## src/rtl/fetch_controller.sv

```systemverilog
// fetch_controller: instruction-fetch sequencer between program_counter,
// instruction memory and decode. Issues one memory read per instruction,
// holds the fetched word until decode accepts it, handles branch redirects
// and stops fetching when the PC overflows.
module fetch_controller (
   input  logic        clk,
   input  logic        rst_n,
   input  logic [9:0]  pc,
   input  logic        pc_overflow,
   output logic        fetch,
   output logic        pc_write,
   output logic [9:0]  pc_addr,
   output logic        imem_req,
   output logic [9:0]  imem_addr,
   input  logic        imem_ack,
   input  logic [31:0] imem_data,
   input  logic        branch_valid,
   input  logic [9:0]  branch_target,
   output logic [31:0] instr,
   output logic        instr_valid,
   input  logic        instr_ready,
   output logic        halted
);

   typedef enum logic [2:0] {
      IDLE,
      FETCH,
      HOLD,
      REDIRECT,
      HALT
   } state_e;

   state_e      state_q, state_d;
   logic        fetch_q, fetch_d;
   logic        pc_write_q, pc_write_d;
   logic [9:0]  pc_addr_q, pc_addr_d;
   logic        imem_req_q, imem_req_d;
   logic [31:0] instr_q, instr_d;
   logic        instr_valid_q, instr_valid_d;
   logic        halted_q, halted_d;

   // State and registered outputs; synchronous active-low reset
   always_ff @(posedge clk) begin
      if (!rst_n) begin
         state_q       <= IDLE;
         fetch_q       <= 1'b0;
         pc_write_q    <= 1'b0;
         pc_addr_q     <= '0;
         imem_req_q    <= 1'b0;
         instr_q       <= '0;
         instr_valid_q <= 1'b0;
         halted_q      <= 1'b0;
      end else begin
         state_q       <= state_d;
         fetch_q       <= fetch_d;
         pc_write_q    <= pc_write_d;
         pc_addr_q     <= pc_addr_d;
         imem_req_q    <= imem_req_d;
         instr_q       <= instr_d;
         instr_valid_q <= instr_valid_d;
         halted_q      <= halted_d;
      end
   end

   // Next-state: branch beats overflow beats memory ack
   always_comb begin
      state_d = state_q;
      unique case (state_q)
         IDLE:     state_d = FETCH;
         FETCH: begin
            if (branch_valid)     state_d = REDIRECT;
            else if (pc_overflow) state_d = HALT;
            else if (imem_ack)    state_d = HOLD;
         end
         HOLD: begin
            if (branch_valid)     state_d = REDIRECT;
            else if (instr_ready) state_d = FETCH;
         end
         REDIRECT: state_d = FETCH;
         HALT: begin
            if (branch_valid)     state_d = REDIRECT;
         end
         default:  state_d = IDLE;
      endcase
   end

   // Output next values; the request is registered from the next state so
   // it is high for exactly the cycles spent in FETCH
   always_comb begin
      fetch_d       = 1'b0;
      pc_write_d    = 1'b0;
      pc_addr_d     = pc_addr_q;
      imem_req_d    = (state_d == FETCH);
      instr_d       = instr_q;
      instr_valid_d = instr_valid_q;
      halted_d      = halted_q;
      unique case (state_q)
         FETCH: begin
            if (branch_valid) begin
               pc_write_d    = 1'b1;
               pc_addr_d     = branch_target;
               instr_valid_d = 1'b0;
               halted_d      = 1'b0;
            end else if (pc_overflow) begin
               halted_d      = 1'b1;
               instr_valid_d = 1'b0;
            end else if (imem_ack) begin
               instr_d       = imem_data;
               instr_valid_d = 1'b1;
               fetch_d       = 1'b1;
            end
         end
         HOLD: begin
            if (branch_valid) begin
               pc_write_d    = 1'b1;
               pc_addr_d     = branch_target;
               instr_valid_d = 1'b0;
               halted_d      = 1'b0;
            end else if (instr_ready) begin
               instr_valid_d = 1'b0;
            end
         end
         HALT: begin
            if (branch_valid) begin
               pc_write_d    = 1'b1;
               pc_addr_d     = branch_target;
               instr_valid_d = 1'b0;
               halted_d      = 1'b0;
            end
         end
         default: ;
      endcase
   end

   assign fetch       = fetch_q;
   assign pc_write    = pc_write_q;
   assign pc_addr     = pc_addr_q;
   assign imem_req    = imem_req_q;
   assign imem_addr   = pc;
   assign instr       = instr_q;
   assign instr_valid = instr_valid_q;
   assign halted      = halted_q;

endmodule

```

## config.mk

```make
export PLATFORM = sky130hd
export DESIGN_NAME = fetch_controller
export DESIGN_NICKNAME = d
export VERILOG_FILES = /design/src/rtl/fetch_controller.sv
export SDC_FILE = /design/constraint.sdc
export NUM_CORES = 1
export LEC_CHECK = 0
export ABC_AREA = 1
export CELL_PAD_IN_SITES_DETAIL_PLACEMENT = 1
export CELL_PAD_IN_SITES_GLOBAL_PLACEMENT = 1
export CORE_MARGIN = 5
export CORE_UTILIZATION = 44
export CTS_CLUSTER_SIZE = 40
export DETAILED_ROUTE_END_ITERATION = 8
export DONT_BUFFER_PORTS = 1
export PLACE_DENSITY_LB_ADDON = 0.1
export SETUP_SLACK_MARGIN = 0.3
export SLEW_MARGIN = 20
export SYNTH_ARGS = -nofsm -noshare
export SYNTH_HDL_FRONTEND = slang
export SYNTH_SLANG_ARGS = --single-unit
export TNS_END_PERCENT = 20
```

## constraint.sdc

```tcl
create_clock -name clk -period 3 [get_ports clk]
set_input_delay 0.15 -clock clk [delete_from_list [all_inputs] [get_ports clk]]
set_output_delay 0.15 -clock clk [all_outputs]
set_load 0.05 [all_outputs]
```

# ---- After elaboration in Yosys (flattened, before gate mapping)
# Index checks and enable logic that the tools add are counted.
dict set report totals {
  regBits 50
  out_inout_bits 57
  wordCells 53
}
dict set report op_classes {
  n_eq_ne 10
  n_mux 19
  bitwise 4
  n_reduce_logical 12
}
# operator n
set ops {}
lappend ops {{3-bit two-way mux} 6}
lappend ops {{3-bit case mux with 4 select lines} 1}
lappend ops {{1-bit two-way mux} 10}
lappend ops {{4-bit AND reduction} 2}
lappend ops {{3-bit by 1-bit == test with 1-bit output, second input constant} 2}
lappend ops {{3-bit by 2-bit == test with 1-bit output, second input constant} 2}
lappend ops {{3-bit != test, second input constant} 2}
lappend ops {{4-bit != test, second input constant} 1}
lappend ops {{1-bit NOT} 4}
lappend ops {{2-bit AND reduction} 2}
lappend ops {{2-bit OR reduction} 2}
lappend ops {{4-bit OR reduction} 1}
lappend ops {{3-bit == test, second input constant} 1}
lappend ops {{3-bit logical NOT} 1}
lappend ops {{1-bit case mux with 3 select lines} 1}
lappend ops {{3-bit AND reduction} 1}
lappend ops {{3-bit nonzero test} 1}
lappend ops {{3-bit OR reduction} 1}
lappend ops {{2-bit by 1-bit != test with 1-bit output, second input constant} 1}
lappend ops {{2-bit != test, second input constant} 1}
lappend ops {{1-bit case mux with 2 select lines} 1}
lappend ops {{2-bit nonzero test} 1}

# ---- Longest topological paths before layout
# Gate-level depths: netlist of run 1.
dict set report depth {
  word_depth 5
  depth_mapped 8
  ltp_nobuf 8
}

# ---- Worst setup path after synthesis of run 1
# Ideal clock, no wire load.
dict set report synth_path {
  path_type {register to register}
  startpoint {register state_q[0]}
  endpoint {register instr_q[11] (netlist: instr[11])}
  arrival_time_ps 1106
  slack_ps 1778
  path_stages_with_launch 9
  path_cell_list {dfxtp_1 inv_2 nor2_4 nand2_2 nor3_4 inv_2 buf_2 nor2_1 nor2_1}
}
dict set report synth_via {
  elab_chain_cells 2
}
# element line
set synth_lines {}
lappend synth_lines {{start: declaration} 33} ;# state_e state_q, state_d;
lappend synth_lines {{start signal: assignment} 54} ;# state_q <= state_d;
lappend synth_lines {{3-bit by 1-bit == test with 1-bit output} 97} ;# unique case (state_q)
lappend synth_lines {{4-bit AND reduction (no line)} -}
lappend synth_lines {{end signal: assignment} 59} ;# instr_q <= instr_d;
lappend synth_lines {{end: declaration} 38} ;# logic [31:0] instr_q, instr_d;
# No other way between the ends.
# A chain may end at the register's enable or synchronous reset.

# ---- Worst setup path after layout of run 1
dict set report layout_path {
  startpoint {register state_q[2]}
  endpoint {register pc_addr_q[6] (netlist: pc_addr[6])}
}
dict set report layout_via {
  elab_chain_cells 3
  elab_cells_between_ends 5
  classes_between {3 x eq/ne; 2 x reduce/logical}
}
# element line
set layout_lines {}
lappend layout_lines {{3-bit == test, or another cell as far along} 97}
lappend layout_lines {{3-bit OR reduction (no line) *} -}
lappend layout_lines {{2-bit AND reduction (no line) *} -}
lappend layout_lines {{end signal: assignment} 57} ;# pc_addr_q <= pc_addr_d;
lappend layout_lines {{end: declaration} 36} ;# logic [9:0] pc_addr_q, pc_addr_d;
# Every way passes the cells marked *; elsewhere a longest branch is shown, timed or not.

==> run_results.csv, run 1 <==
group,metric,value,unit
placement,gp_congestion,0.797,
logic_synthesis,synth_edf_count,0,
timing,finalHoldViolCount,0,
layout,fill_cells,523,
logic_synthesis,avgSynthCellArea,7.54,sq um
logic_synthesis,ys_ff_latch,50,
timing,worstMarginPinSlew,1110,ps
floorplan,rows,24,
layout,drive_above_1_share,0.0576,
timing,period_share,0.689,
logic_synthesis,netlist_area,1940,sq um
logic_synthesis,synth_top_area_cell,"dfxtp_1",
logic_synthesis,post-synth-top-count-cell,"nor2_1",
clock_network,clkTransAtPathRegs,90,ps
setup_path,worstSetupEndpoint,"pc_addr[6]$_SDFFE_PN0P_",
detailed_routing,first_iter_violations,110,
worst_hold_path,hp-class,"in -> reg",
setup_path,reg2regPathDepth,7,
clock_network,clockRootBuffer,"clkbuf_8",
logic_synthesis,synth_top_area_frac,0.517,
clock_network,cts_buffer_depth,2,
clock_network,clk_latency,310,ps
global_routing,grt_overflow_total,0,
detailed_routing,routed_wl,6170,microns
floorplan,die_h,76.3,microns
logic_synthesis,synth_nets,315,
global_routing,grt_pass1_vias,1847,
logic_synthesis,ys_types,16,
setup_path,crit_type,"reg -> reg",
floorplan,start_util,0.448,
layout,nets,352,
setup_path,cp.arrival,2310,ps
timing,max_freq,484,MHz
power,leakage,1.13,nW
power,power_per_cell_area,595,nW/um^2
timing,relSlewSlack,0.257,
clock_network,htreeDepth,2,
setup_path,cp-start-kind,"register",
timing,fin_crit,2070,ps
setup_path,reg2reg_from,"state_q[2]$_SDFF_PN0_",
floorplan,die_w,76.3,microns
floorplan,pin_count,115,
clock_network,cts_buffers,5,
clock_network,cts_tree,"done",
setup_path,reg2reg_to,"pc_addr[6]$_SDFFE_PN0P_",
logic_synthesis,yosys_warnings,0,
clock_network,clock_sinks,50,
setup_path,worstPathRequired,3250,ps
global_routing,grt.total_usage,0.209,
layout,diodes,0,
layout,area_growth,29.1,%
timing,fin_tns_setup,0,ps
logic_synthesis,synth.top_cells.by_area,"dfxtp_1 (52%), nor2_1 (15%), o21ai_0 (8.0%)",
setup_path,crit_fanout,11,
setup_path,crit_path_end_kind,"register",
detailed_routing,vias,1808,
setup_path,cp-startpoint,"state_q[2]$_SDFF_PN0_",
setup_path,r2r_slack,930,ps
placement,place_hpwl,3440,microns
global_routing,antenna_found_initial,0,
layout,utilization,0.578,
detailed_routing,wl_per_cell,17.8,microns
floorplan,dieArea,5830,sq um
logic_synthesis,synth-async-reset-ratio,0,
layout,seqCellArea,1000,sq um
timing,slew_violations,0,
global_routing,grt_pass1_wl,9800,microns
placement,place_area,1870,sq um
run,drv_cap,0,
detailed_routing,route.detailed.vias_per_inst,5.21,
detailed_routing,drt_first_pass_iters,4,
power,peakVddDrop,0.315,mV
timing,setup_viol,0,
floorplan,core_area,4320,sq um
logic_synthesis,ys_dominant_reg_cell,"dfxtp_1",
placement,io_buffers,0,
logic_synthesis,synth_common_cells,"nor2_1 (75), dfxtp_1 (50), nand2_1 (32)",
global_routing,grt_max_degree,35,
timing,rsz0062_at_grt,"no",
power,finalPower,1.49,mW
logic_synthesis,synth_seq_area_share,0.517,
worst_hold_path,hold_depth,2,
logic_synthesis,netlist_instances,257,
timing,finClkSkew,7.85,ps
layout,design_area,2500,sq um
detailed_routing,ant_nets,0,
timing,hold-worst-slack,8.71,ps
layout,multi_input_area,772,sq um
detailed_routing,drc,0,
run_status,status,"completed",
## worst min-delay path by stage
stage,start,to
floorplan,branch_target[0],pc_addr[0]$_SDFFE_PN0P_
global placement,branch_target[9],pc_addr[9]$_SDFFE_PN0P_
detailed placement,branch_target[8],pc_addr[8]$_SDFFE_PN0P_
CTS,rst_n,pc_addr[2]$_SDFFE_PN0P_
global route,rst_n,pc_addr[2]$_SDFFE_PN0P_
finish,imem_data[27],instr[27]$_SDFFE_PN0P_
## cell families (layout without fill, tap and decap cells)
group                  Yosys count  count (layout)  synth area share
AOI/OAI and AO/OA               44              44             0.114
and+or+nand+nor                131             131             0.281
buffers and inverters           32              70            0.0885
DFF                             50              50             0.517
## area by class of cell
type	count	area share
tap	52	0.0260
timing repair buffer	53	0.209
multi-input combinational	175	0.309
clock inverter	1	0.0120
clock buffer	7	0.0305
inverter	9	0.0135
sequential	50	0.400
## placed cells by master (no fill, tap or decap)
cell type	count
nor2_1	74
dfxtp_1	50
dlygate4sd3_1	50
nand2_1	32
o21ai_0	31
nand3_1	18
a21oi_1	7
inv_1	6
o21ai_1	6
clkbuf_8	5
inv_2	3
buf_4	3
nand2_2	2
nor2_4	2
nand4_1	2
clkbuf_1	2
nor3_4	1
bufinv_16	1
## through the flow
stage          std cells  worst slack, ps
3_5_place_dp         287              956
6_report             347              934
4_1_cts              344              374
2_1_floorplan        257             1780
5_1_grt              347              769
3_3_place_gp         287             1060
## worst max-delay path, stage by stage (launching register included)
cell and delay (ps):
dfxtp_1 450, inv_1 160, nand3_1 120, nand4_1 220, nor2_4 300, nand2_1 80
nand2_1 90, dlygate4sd3_1 590
## what timing repair did
action / 4_1_cts / 5_1_grt
endpoints found under the hold margin: 44 / 1
setup endpoints to repair: 0 / 9
gates resized for setup: 0 / 2
hold buffers: 49 / 1
buffers inserted: 0 / 2
## layer usage
metal / track usage / up-vias / wire [microns]
met2: 0.357 / 68 / 3140
met3: 0.0875 / 9 / 543
li1: - / 885 / -
met4: 0.0682 / 0 / 85
met1: 0.233 / 846 / 2400
met5: 0 / - / 0
## flip-flops by register name (all words and copies together) (netlist names)
register and count:
fetch 1, halted 1, imem_req 1, instr 32, instr_valid 1, pc_addr 10
pc_write 1, state_q 3
## report_power, final
part	switching [mW]	internal [mW]
logic	0.0870	0.0825
registers	0.144	0.700
clock network	0.224	0.250
No activity file was read; power rests on OpenSTA's default activity.
==> run 2: changes to the inputs <==
Settings changed: CORE_UTILIZATION 44 to 41.
Clock period 3 ns to 2 ns, I/O delays scaled along.
==> run_results.csv, run 2 (synthesis gave the netlist of run 1 again) <==
group,metric,value,unit
detailed_routing,wl_per_cell,16.3,microns
layout,layout_common_cells,"nor2_1 (75), dfxtp_1 (50), dlygate4sd3_1 (43)",
placement,gp_congestion,0.782,
setup_path,worstPathRequired,2230,ps
placement,place_hpwl,3400,microns
layout,area_growth,26.7,%
placement,place_inst,291,
setup_path,crit_fanout,32,
layout,layout_commonest_cell,"nor2_1",
detailed_routing,routed_wl,5580,microns
worst_hold_path,hp-start,"rst_n",
detailed_routing,vias,1743,
floorplan,rows,25,
run,drv_cap,0,
power,finalPower,2.21,mW
power,leakage,1.10,nW
setup_path,cp-start-kind,"register",
global_routing,grt.total_usage,0.187,
power,peakVddDrop,0.519,mV
floorplan,die_w,78.7,microns
clock_network,clock_sinks,50,
layout,seqCellArea,1000,sq um
layout,fill_cells,561,
detailed_routing,first_iter_violations,70,
clock_network,clkTransAtPathRegs,90,ps
timing,finalHoldViolCount,0,
timing,setup_viol,0,
clock_network,postCtsSetupBuffers,0,
detailed_routing,route.detailed.vias_per_inst,5.08,
layout,utilization,0.527,
setup_path,cp-startpoint,"state_q[0]$_SDFF_PN0_",
detailed_routing,drt_first_pass_iters,4,
clock_network,cts_buffers,5,
worst_hold_path,hp-class,"in -> reg",
global_routing,grt_overflow_total,0,
timing,rsz0062_at_grt,"no",
floorplan,core_area,4660,sq um
layout,nets,346,
setup_path,cp.arrival,1770,ps
run_status,status,"completed",
clock_network,cts_buffer_depth,2,
timing,max_freq,651,MHz
clock_network,clockRootBuffer,"clkbuf_8",
timing,relSlewSlack,0.637,
clock_network,htreeDepth,2,
global_routing,antenna_found_initial,0,
timing,finClkSkew,6.20,ps
floorplan,die_h,78.7,microns
clock_network,cts_tree,"done",
detailed_routing,ant_nets,0,
setup_path,crit_path_end_kind,"register",
global_routing,grt_max_degree,45,
timing,fin_tns_setup,0,ps
setup_path,crit_type,"reg -> reg",
layout,drive_above_1_share,0.0657,
timing,period_share,0.767,
timing,fin_crit,1530,ps
clock_network,clk_latency,300,ps
layout,fin_cells,343,
global_routing,grt_pass1_vias,1905,
placement,io_buffers,0,
floorplan,dieArea,6200,sq um
timing,slew_violations,0,
layout,diodes,0,
floorplan,pin_count,115,
layout,multi_input_area,764,sq um
power,power_per_cell_area,900,nW/um^2
floorplan,start_util,0.416,
setup_path,reg2reg_from,"state_q[0]$_SDFF_PN0_",
global_routing,grt_pass1_wl,9240,microns
timing,worstMarginPinSlew,544,ps
detailed_routing,drc,0,
layout,largest_reg_flops,32,
## run 2: cell count changes in the layout (fill, tap and decap cells not counted), sizes merged
cell         before  now
buf               3    4
clkbuf            7    5
clkinv            0    1
dlygate4sd3      50   43
inv               9   10
## run 2: critical path, stage by stage, from the launching register on
cell and delay [ps]:
dfxtp_1 440, inv_2 70, nor2_4 90, nand2_2 70
nor3_4 180, buf_4 340, o21ai_0 130, nor2_1 120
## run 2: layout make-up
cell class,count,share of cell area
Clock buffer,5,0.0280
Tap cell,54,0.0275
Clock inverter,3,0.0178
Inverter,9,0.0148
Timing Repair Buffer,47,0.193
Sequential cell,50,0.408
Multi-Input combinational cell,175,0.311
## run 2: per-layer routing
layer  share of wire  global-route usage  vias up  wire [microns]
li1                -                   -      873               -
met1            0.40               0.204      806            2210
met2            0.51               0.342       59            2830
met3           0.093              0.0771        5             520
met4          0.0041              0.0315        0              23
met5               0                   0        -               0
## run 2: what timing repair did
action / CTS / global route
endpoints found under the setup margin: 0 / 1
gates resized for setup: 0 / 2
hold buffers: 44 / 0
hold endpoints to repair: 45 / 0
## run 2: worst paths after layout
check                                         endpoint  slack [ps]  cells after the start
worst min-delay path               imem_req$_SDFF_PN0_          10                      2
worst max register to register  instr[15]$_SDFFE_PN0P_         470                      7
worst min register to register   state_q[2]$_SDFF_PN0_         610                      2
worst max-delay path            instr[15]$_SDFFE_PN0P_         470                      7
## run 2: power breakdown
part           switching, mW  internal [mW]  total (mW)
combinational          0.121          0.112       0.233
clock                  0.337          0.375       0.713
sequential             0.215           1.05        1.26
total                  0.673           1.54        2.21
## run 2: stage by stage
stage	worst slack, ps	area (sq um)	hold slack, ps
after floorplan	778	1940	203
after global placement	574	1890	200
after detailed placement	549	1890	200
after CTS	528	2450	6.89
after global routing	334	2450	20.6
final	465	2450	13.6
==> run 3: changes to the inputs <==
Clock period 2 ns to 1.5 ns, I/O delays scaled along.
==> run_results.csv, run 3 (synthesis gave the netlist of run 1 again) <==
group,metric,value,unit
run_status,status,"finished with violations",
run_status,violations,"setup timing",
global_routing,grt-busiest-layer,"met2",
power,peakVddDrop,0.836,mV
timing,relSlewSlack,0.679,
clock_network,clkTransAtPathRegs,100,ps
setup_path,cp-startpoint,"state_q[1]$_SDFF_PN0_",
timing,max_freq,638,MHz
setup_path,crit_path_end_kind,"register",
detailed_routing,drt_first_pass_iters,4,
setup_path,reg2reg_to,"imem_req$_SDFF_PN0_",
setup_path,cp.arrival,1810,ps
setup_path,r2r_slack,-70,ps
global_routing,grt_overflow_total,0,
timing,fin_crit,1570,ps
setup_path,reg2regPathDepth,7,
detailed_routing,drc,0,
power,finalPower,3.05,mW
detailed_routing,first_iter_violations,125,
timing,rsz0062_at_grt,"yes",
timing,fin_ws,-67.4,ps
detailed_routing,routed_wl,9180,microns
global_routing,use_met2,0.503,
global_routing,met3_usage,0.0635,
clock_network,cts_tree,"done",
power,power_frac_clock,0.256,
setup_path,crit_type,"reg -> reg",
floorplan,pin_count,115,
placement,io_buffers,0,
global_routing,grtUsageMet1,0.305,
placement,place_hpwl,3790,microns
detailed_routing,route.detailed.vias_per_inst,5.47,
global_routing,antenna_found_initial,2,
layout,fill_cells,542,
power,power_per_cell_area,957,nW/um^2
floorplan,die_w,78.7,microns
layout,largest_reg_flops,32,
global_routing,grt_max_degree,45,
timing,finClkSkew,13.7,ps
setup_path,reg2reg_from,"state_q[1]$_SDFF_PN0_",
layout,layout_common_cells,"buf_4 (54), dfxtp_1 (48), nor2_1 (47)",
clock_network,clk_latency,310,ps
floorplan,core_area,4660,sq um
global_routing,grt_pass1_wl,12800,microns
power,power_frac_seq,0.482,
worst_hold_path,hp-class,"in -> reg",
global_routing,grt_pass1_vias,2404,
placement,gp_congestion,0.844,
timing,period_share,1.04,
layout,layout_commonest_cell,"buf_4",
timing,slew_violations,0,
floorplan,start_util,0.416,
setup_path,worstPathRequired,1750,ps
run,drv_cap,0,
layout,drive_above_1_share,0.336,
detailed_routing,vias,2244,
power,p_sw_frac,0.337,
setup_path,worstSetupEndpoint,"imem_req$_SDFF_PN0_",
setup_path,cp-start-kind,"register",
layout,nets,412,
setup_path,crit_fanout,4,
layout,seqCellArea,1010,sq um
floorplan,dieArea,6200,sq um
timing,worstMarginPinSlew,481,ps
detailed_routing,ant_nets,0,
floorplan,die_h,78.7,microns
layout,multi_input_area,897,sq um
floorplan,rows,25,
clock_network,htreeDepth,2,
detailed_routing,wl_per_cell,22.4,microns
power,switchingPower,1.03,mW
power,comb_power_share,0.262,
timing,setup_viol,3,
layout,utilization,0.683,
clock_network,clockRootBuffer,"clkbuf_8",
clock_network,cts_buffer_depth,2,
power,leakage,1.45,nW
timing,finalHoldViolCount,0,
global_routing,grt.total_usage,0.273,
layout,area_growth,64.5,%
clock_network,cts_buffers,5,
power,internal_power,2.02,mW
clock_network,clock_sinks,50,
[run 3: cell types whose count changed in the layout (fill, tap and decap cells not counted), sizes merged]
cell	change
nor2	+1
clkbuf	+2
inv	+3
bufinv	-1
buf	+60
diode	+2
clkinvlp	+1
clkinv	-1
[run 3: through the flow]
step	std cells	setup slack (ps)	TNS (ps)	hold slack [ps]	instance area (sq um)
2_1_floorplan	257	282	0	178	1960
4_1_cts	402	170	0	-93.2	3040
6_report	410	-67.4	-78.1	54.1	3190
3_3_place_gp	338	37.7	0	150	2240
5_1_grt	410	-123	-1180	39.9	3190
3_5_place_dp	338	-37.7	-156	150	2240
[run 3: worst max-delay path: stages (launching register included)]
cell and delay [ps]:
dfxtp_4 370, buf_6 120, buf_4 120, inv_1 150
a21oi_1 130, o21ai_0 340, nand3_1 140, nor2_1 130
[run 3: final cells by class]
cell class,count,area share
antenna,2,0.00157
clock buffer,6,0.0228
clock inverter,1,0.00236
inverter,9,0.0157
multi-input combinational,176,0.282
sequential,50,0.317
tap,54,0.0212
timing repair buffer,108,0.322
timing repair inverter,4,0.0165
[run 3: repair_timing]
action / CTS / global route
resized for setup: 45 / 24
setup buffers: 8 / 4
hold endpoints to repair: 45 / 1
cloned: 6 / 1
pin swaps: 4 / 6
hold buffers: 43 / 1
setup endpoints to repair: 48 / 49
[run 3: power by group through the flow]
stage	Clock, mW	Combinational [mW]	Sequential (mW)
after floorplan	0	0.248	1.70
after global placement	0	0.523	1.48
after detailed placement	0	0.527	1.49
after CTS	0.757	0.717	1.46
after global routing	0.849	0.841	1.48
final	0.780	0.798	1.47
[run 3: how the worst min path moves through the flow]
stage | startpoint | endpoint | slack (ps) | depth (start not counted)
floorplan | branch_target[0] | pc_addr[0]$_SDFFE_PN0P_ | 180 | 2
detailed placement | pc[0] | imem_addr[0] | 150 | 0
global route | instr_ready | state_q[0]$_SDFF_PN0_ | 40 | 2
finish | instr_ready | state_q[0]$_SDFF_PN0_ | 50 | 2
CTS | imem_data[7] | instr[7]$_SDFFE_PN0P_ | -90 | 2
global placement | pc[0] | imem_addr[0] | 150 | 0
[run 3: metal layers]
layer	routed length, microns	part of all wire
met5	0	0
met4	510	0.056
met3	641	0.070
met2	4720	0.51
met1	3310	0.36
